--- config.mk ---
export PLATFORM = sky130hd
export DESIGN_NAME = alm_err_monitor
export DESIGN_NICKNAME = d
export VERILOG_FILES = /design/src/rtl/alm_err_monitor.sv
export SDC_FILE = /design/constraint.sdc
export NUM_CORES = 1
export LEC_CHECK = 0
export ABC_CLOCK_PERIOD_IN_PS = 5900
export CORE_MARGIN = 2
export CORE_UTILIZATION = 52
export CTS_BUF_LIST = sky130_fd_sc_hd__clkbuf_4 sky130_fd_sc_hd__clkbuf_8
export CTS_CLUSTER_DIAMETER = 120
export CTS_CLUSTER_SIZE = 8
export DETAILED_ROUTE_END_ITERATION = 16
export PLACE_DENSITY = 0.76
export REMOVE_ABC_BUFFERS = 1
export SLEW_MARGIN = 40
export SYNTH_ARGS = -nofsm -noshare
export SYNTH_HDL_FRONTEND = slang
export SYNTH_SLANG_ARGS = --single-unit
--- constraint.sdc ---
create_clock -name i_clk -period 5.9 [get_ports i_clk]
set_input_delay 0.59 -clock i_clk [delete_from_list [all_inputs] [get_ports i_clk]]
set_output_delay 0.59 -clock i_clk [all_outputs]
set_load 0.005 [all_outputs]
--- src/rtl/alm_err_monitor.sv ---
// Error monitor for an approximate signed multiplier.
// Each accepted sample (a, b, z) is compared with the exact product a*b.
// The monitor then accumulates the relative error |a*b - z| / |a*b| as a
// fixed-point value, counts the samples and tracks the largest error distance.
module alm_err_monitor #(
  parameter int unsigned WIDTH     = 8,
  parameter int unsigned FRAC_BITS = 16
) (
  input  logic                 i_clk,
  input  logic                 i_rst,
  input  logic                 i_clear,
  input  logic                 i_valid,
  output logic                 o_ready,
  input  logic [WIDTH-1:0]     i_a,
  input  logic [WIDTH-1:0]     i_b,
  input  logic [2*WIDTH-1:0]   i_z,
  output logic [47:0]          o_sum_re,
  output logic [31:0]          o_count,
  output logic [2*WIDTH:0]     o_max_ed,
  output logic                 o_busy
);

  localparam int unsigned PW = 2 * WIDTH;     // product width
  localparam int unsigned EW = PW + 1;        // error-distance width
  localparam int unsigned NB = EW + FRAC_BITS; // dividend / quotient width
  localparam int unsigned CW = $clog2(NB);

  localparam logic [1:0] S_IDLE = 2'd0;
  localparam logic [1:0] S_CALC = 2'd1;
  localparam logic [1:0] S_DIV  = 2'd2;
  localparam logic [1:0] S_ACC  = 2'd3;

  logic [1:0]           state_q, state_d;
  logic [WIDTH-1:0]     a_q, b_q;
  logic [PW-1:0]        z_q;
  logic [EW-1:0]        ed_q;
  logic [PW-1:0]        den_q;
  logic [NB-1:0]        shift_q;  // dividend bits shift out, quotient bits shift in
  logic [PW-1:0]        rem_q;
  logic [CW-1:0]        cnt_q;
  logic [47:0]          sum_q;
  logic [31:0]          count_q;
  logic [EW-1:0]        max_q;

  // CALC datapath: exact product, error distance and divisor
  logic signed [PW-1:0] a_ext, b_ext, exact;
  logic signed [EW-1:0] diff;
  logic [EW-1:0]        ed_calc;
  logic [PW-1:0]        den_calc;
  logic                 exact_zero;

  assign a_ext = {{WIDTH{a_q[WIDTH-1]}}, a_q};
  assign b_ext = {{WIDTH{b_q[WIDTH-1]}}, b_q};
  assign exact = a_ext * b_ext;
  // |exact| <= 2^(PW-2) and |z| <= 2^(PW-1), so the difference fits EW signed bits
  assign diff  = {exact[PW-1], exact} - {z_q[PW-1], z_q};
  assign ed_calc    = diff[EW-1] ? EW'(-diff) : diff;
  assign den_calc   = exact[PW-1] ? PW'(-exact) : exact;
  assign exact_zero = (exact == '0);

  // One restoring-division step
  logic [PW:0]   rem_sh;
  logic          q_bit;
  logic [PW-1:0] rem_nxt;

  // Restoring divider step: shift in next dividend bit, subtract if it fits
  always_comb begin
    rem_sh  = {rem_q, shift_q[NB-1]};
    q_bit   = (rem_sh >= {1'b0, den_q});
    rem_nxt = q_bit ? PW'(rem_sh - {1'b0, den_q}) : rem_sh[PW-1:0];
  end

  // Accumulator next values with saturation
  logic [48:0]   sum_ext;
  logic [47:0]   sum_sat;
  logic [31:0]   count_sat;

  // Saturating accumulate of the finished quotient and sample count
  always_comb begin
    sum_ext   = {1'b0, sum_q} + 49'(shift_q);
    sum_sat   = sum_ext[48] ? '1 : sum_ext[47:0];
    count_sat = (count_q == '1) ? count_q : count_q + 32'd1;
  end

  // Next-state logic; clear aborts any sample in flight
  always_comb begin
    state_d = state_q;
    if (i_clear) begin
      state_d = S_IDLE;
    end else begin
      case (state_q)
        S_IDLE:  if (i_valid) state_d = S_CALC;
        S_CALC:  state_d = exact_zero ? S_IDLE : S_DIV;
        S_DIV:   if (cnt_q == '0) state_d = S_ACC;
        S_ACC:   state_d = S_IDLE;
        default: state_d = S_IDLE;
      endcase
    end
  end

  // State register
  always_ff @(posedge i_clk) begin
    if (i_rst) begin
      state_q <= S_IDLE;
    end else begin
      state_q <= state_d;
    end
  end

  // Sample capture and divider datapath
  always_ff @(posedge i_clk) begin
    if (i_rst) begin
      a_q     <= '0;
      b_q     <= '0;
      z_q     <= '0;
      ed_q    <= '0;
      den_q   <= '0;
      shift_q <= '0;
      rem_q   <= '0;
      cnt_q   <= '0;
    end else begin
      case (state_q)
        S_IDLE: begin
          if (i_valid && !i_clear) begin
            a_q <= i_a;
            b_q <= i_b;
            z_q <= i_z;
          end
        end
        S_CALC: begin
          ed_q    <= ed_calc;
          den_q   <= den_calc;
          shift_q <= {ed_calc, {FRAC_BITS{1'b0}}};
          rem_q   <= '0;
          cnt_q   <= CW'(NB - 1);
        end
        S_DIV: begin
          shift_q <= {shift_q[NB-2:0], q_bit};
          rem_q   <= rem_nxt;
          if (cnt_q != '0) cnt_q <= cnt_q - 1'b1;
        end
        default: ;
      endcase
    end
  end

  // Result registers: touched only by reset, clear or the ACC state
  always_ff @(posedge i_clk) begin
    if (i_rst || i_clear) begin
      sum_q   <= '0;
      count_q <= '0;
      max_q   <= '0;
    end else if (state_q == S_ACC) begin
      sum_q   <= sum_sat;
      count_q <= count_sat;
      if (ed_q > max_q) max_q <= ed_q;
    end
  end

  assign o_ready  = (state_q == S_IDLE);
  assign o_busy   = (state_q != S_IDLE);
  assign o_sum_re = sum_q;
  assign o_count  = count_q;
  assign o_max_ed = max_q;

endmodule

* Word level (Yosys, flattened, before mapping)
Index checks and enable logic that the tools add are counted.
Word-level totals: logic and storage cells 57, bits of input ports 36, register bits 219
Operators by class: order comparisons 2, mux-type cells 12, reduce and logical (&&, ||, !) cells 15, add/sub/neg operators 7, eq/ne operators 7, $mul 1, bitwise operators 1
Operators by type and width (number):
- $pmux 33 s2 | 1
- $add 48x33->49 | 1
- $mux 48 | 1
- $add 32x1->32 const B | 1
- $eq 32x32->1 const B | 1
- $mux 16 | 2
- $pmux 16 s2 | 1
- $ge 17x16->1 | 1
- $gt 17x17->1 | 1
- $mux 17 | 1
- $neg 17->17 | 1
- $sub 16x16->17 | 1
- $logic_not 16->1 | 1
- $mul 8x8->16 | 1
- $neg 16->16 | 1
- $sub 16x16->16 | 1
- $pmux 6 s2 | 1
- $reduce_and 2->1 | 5
- $pmux 2 s4 | 1
- $logic_not 6->1 | 1
- $mux 2 | 3
- $mux 6 | 1
- $ne 2x2->1 const B | 3
- $reduce_bool 6->1 | 1
- 10 further kinds | 12

* Logic depth before layout (Yosys ltp)
depth in word-level cells 5, mapped depth 31, depth with buffers taken out 29

* Worst setup path before layout
No wires, ideal clock.
path kind register to register, start register a_q[0], end register shift_q[26], stages on the path, launching flop included 24, data required time 5784 ps, clock period less this slack 6289 ps, data arrival time 6172 ps, setup slack -389 ps, setup time 116 ps, path through dfxtp_1 -> clkbuf_1 -> nand2b_1 -> fa_1 -> fa_1 -> inv_1 -> fa_1 -> inv_1 -> fa_1 -> inv_1 -> ha_1 -> o21a_1 -> a2111oi_0 -> o311ai_0 -> xor2_1 -> ha_1 -> a21oi_1 -> a311oi_1 -> o22ai_1 -> clkbuf_1 -> o31ai_1 -> xor2_1 -> a21oi_1 -> a31o_2
Between the ends: cells in the longest elaborated chain, start to end 5
Ends and longest elaborated chain:
- start, declared | line 34 | logic [WIDTH-1:0] a_q, b_q;
- start signal, assigned | line 125 | a_q <= i_a;
- $mul 8x8->16 (*) | line 54 | assign exact = a_ext * b_ext;
- $sub 16x16->17 (*) | line 56 | assign diff = {exact[PW-1], exact} - {z_q[PW-1], z_q};
- $neg 17->17 | line 57 | assign ed_calc = diff[EW-1] ? EW'(-diff) : diff;
- $mux 17 (*) | line 57
- $pmux 33 s2 (*) | line 122 | case (state_q)
- end signal, assigned | line 133 | shift_q <= {ed_calc, {FRAC_BITS{1'b0}}};
- end signal, assigned | line 138 | shift_q <= {shift_q[NB-2:0], q_bit};
- end, declared | line 38 | logic [NB-1:0] shift_q;
Every way passes the cells marked *; elsewhere a longest branch is shown, timed or not. A chain may end at the register's enable or synchronous reset.

* Final worst setup path
start register a_q[3], end register shift_q[32]
Same word-level chain as after synthesis.

==> summary.txt <==
Synthesis
  • Cell types occupying the most area after synthesis: dfxtp_1 (29%), ha_1 (9.9%), fa_1 (7.6%), a21oi_1 (5.7%), nand2_1 (4.6%)
  • Proportion of netlist area held by the largest area contributor: 0.288
  • Leading register cell type out of synthesis: dfxtp_1
  • Number of library cell types mapped by synthesis: a little over 70
  • Number of warnings printed during yosys synthesis: 0
  • Total standard cell area after synthesis: 0.0152 sq mm
  • Gate count after technology mapping: about 1,900
  • Top post-synthesis cells by count: dfxtp_1 (219), nand2_1 (186), inv_1 (180)
  • Share of synthesized registers carrying an async set or reset: 0
  • Biggest area consumer among synthesized cells: dfxtp_1
  • Leading cell type by number of instances after synthesis: dfxtp_1
  • Flop and latch count out of synthesis: roughly 220
  • Share of synthesized area occupied by flip-flops and latches: 0.288
  • Post-synthesis area per instance: between 8 and 9 sq um
  • Number of enable flip-flop cells after synthesis: 0

Finish
  • Synthesis-to-finish area growth: 25.8%
  • Number of diodes: 0
  • Final std cells w/o fill: ~2,500
  • Register area: about 0.0044 sq mm
  • Number of nets at the end of the flow: ~2,300
  • End-of-flow core utilization: 0.665
  • Number of inserted filler cells in the final layout: ~2,400
  • Multi-input logic area: 0.0106 sq mm
  • Layout cell share with drive strength beyond 1: 0.162

STA
  • Smallest setup slack after layout: -287 ps
  • Transition time at the pin with the least slew margin: approximately 770 ps
  • Ratio of final minimum period to clock period: 1.05
  • Slew margin rel.: 0.490
  • RSZ-0062 raised after global routing: yes
  • Minimum period implied by the final worst setup slack: about 6200 ps
  • Total count of hold-check failures in the final report: 0
  • Highest achievable clock rate: ~160 MHz
  • Clock skew after layout: a little over 20 ps
  • Setup violation total in the final timing report: 32
  • Final Slew Violations: 0

GRT
  • Number of global-route vias before repair: 13,725
  • First-pass GRT wire length: roughly 65,000 microns
  • Largest net degree at the start of global routing: 68
  • Antenna violations before repair: 0
  • All-Layer GR Usage: 0.249
  • Remaining global-route overflow: 0

Clocking
  • Source-to-sink clock delay at the later pin of the worst-skew pair: around 600 ps
  • TritonCTS Sinks: ~220
  • Number of hold-repair buffers added at the cts stage: 0
  • CTS H-tree depth: 1
  • Worst-path clk slew: roughly 70 ps
  • CTS tree: yes
  • Cell chosen for the clock root: clkbuf_8
  • Clock Tree Buf Depth: 3
  • Number of buffers added by the clock tree synthesis step: 31

Route
  • Routed via count divided by cell count: 5.58
  • Post-Route WL: approximately 40,000 microns
  • Iteration-0 DRC count of the detailed router: 740
  • Detailed-route via count: around 14,000
  • Drt drc: 0
  • DRT antenna net count: 0
  • Detail-routed net length per standard cell: around 16 microns
  • First-pass detailed-route iteration total: 5

Run status
  • Failing checks: setup timing
  • Run status: complete, but fails checks

Worst setup path
  • Cell with the most instances on the worst path: fa_1
  • Element type at the critical path end: flop
  • Critical path class: flop to flop
  • Maximum cell stage delay along the critical path: around 550 ps
  • Kind of cell with the highest combined delay on the critical path: adder cells
  • Req. time, crit path: 6410 ps
  • Cell with the largest stage delay on the worst path: fa_1
  • Critical Path Source Type: flop
  • Number of buffers and inverters on the critical path: 7
  • Arr. time, crit path: around 6700 ps
  • Crit-path max FO: 5

Placement
  • I/O Buffers: 134
  • HPWL reported at the end of detailed placement: 28,200 microns
  • Post-placement cell count: 2,433
  • GPL Wtd Cong: just under 0.9

Floorplanning
  • Count of boundary I/O pins: between 100 and 150
  • Starting density of the core: 0.529
  • Total die area: roughly 0.031 sq mm
  • Core Area: 0.0288 sq mm
  • Die outline height: roughly 180 microns
  • Die Wd: between 150 and 200 microns
  • Number of rows in the core area: a little over 60

Flow run
  • Maxcap violations: 0

Min path
  • Path class of the lowest-slack min-delay path: flop to flop

Pwr
  • Reported leakage power: roughly 7.9 nW
  • PD cells: 213 mW/mm^2
  • Peak supply drop: between 0.00015 and 0.0002 V
==> state kept, by name (all words and copies together) (netlist names), 8 cells and up, named ones only <==
signal	count
a_q	8
b_q	8
den_q	16
ed_q	17
o_count	32
o_max_ed	17
o_sum_re	48
rem_q	16
shift_q	33
z_q	16
==> cells by family after synthesis <==
group | synth area share
multiplexers | 0.0231
AO/OA/AOI/OAI | 0.195
flip-flops | 0.288
buffers and inverters | 0.0620
adder cells (fa/ha/maj) | 0.175
AND/OR/NAND/NOR | 0.185
XOR/XNOR | 0.0714
==> metrics by stage <==
stage | hold slack, ps | setup slack, ps | total power, mW | setup TNS [ps] | instance area, sq um
2_1_floorplan | 418 | -414 | 2.26 | -6560 | 14900
3_3_place_gp | 439 | -498 | 2.68 | -12510 | 17600
3_5_place_dp | 449 | -657 | 2.70 | -16290 | 17600
4_1_cts | 459 | -229 | 3.91 | -4000 | 18700
5_1_grt | 476 | -507 | 4.27 | -12140 | 19100
6_report | 457 | -287 | 4.07 | -4890 | 19100
==> worst paths after layout <==
kind / slack [ps] / endpoint / from / depth (start not counted)
min reg2reg: 460 / z_q[11] / z_q[11] / 2
min: 460 / z_q[11] / z_q[11] / 2
max: -290 / shift_q[32] / a_q[3] / 25
max reg2reg: -290 / shift_q[32] / a_q[3] / 25
==> final cells by class <==
| class | count | area share |
|---|---|---|
| Sequential cell | 219 | 0.230 |
| Inverter | 181 | 0.0356 |
| Timing Repair Buffer | 283 | 0.131 |
| Clock buffer | 31 | 0.0223 |
| Clock inverter | 2 | 0.000980 |
| Tap cell | 384 | 0.0251 |
| Multi-Input combinational cell | 1401 | 0.555 |
==> layout by cell type, fill, tap and decap left out, types with 14 or more instances in the layout <==
cell type        instances
nand2_1                178
clkbuf_8                31
nor3_1                  16
fa_1                    56
clkdlybuf4s50_1        133
nand4_1                 18
a211oi_1                34
nor2_1                 155
a31oi_1                 17
nand3_1                 47
nand2b_1                19
mux2i_1                 34
xor2_1                  63
buf_4                  136
xnor2_1                 49
ha_1                   109
inv_1                  169
a21o_1                  32
o21ai_0                 88
and2_1                  45
or3_1                   16
buf_6                   14
a21oi_1                160
dfxtp_1                204
and3_1                  16
==> power by group <==
group          leakage, nW  internal, mW  switching (mW)
combinational         5.89         0.730           0.760
clock                0.229         0.468           0.556
sequential            1.78          1.52          0.0373
==> worst reg2reg max path, stage by stage, from the launching register on <==
cell and delay, ps:
dfxtp_2 320, and2_4 160, fa_1 530, inv_1 50, fa_1 520, inv_2 40
fa_1 550, inv_2 40, fa_1 490, inv_2 50, ha_4 160, buf_6 120
o21a_4 210, a2111oi_4 380, buf_4 200, o311ai_2 120, xor2_1 200, ha_1 370
buf_6 150, a21oi_1 170, nor2_1 70, a311o_1 310, xnor2_2 220, nor4b_4 270
nand2_1 110, a311oi_2 300
==> per-layer routing <==
layer | GRT usage | part of all wire
met4 | 0.0719 | 0.029
met5 | 0 | 0
met3 | 0.0268 | 0.040
met1 | 0.332 | 0.46
met2 | 0.427 | 0.47
==> what timing repair did <==
action                     in CTS  in global routing
resized for setup              90                 91
pin swaps                      61                 70
setup buffers                  33                  7
setup endpoints to repair      32                 39
No activity file was read; power rests on OpenSTA's default activity.
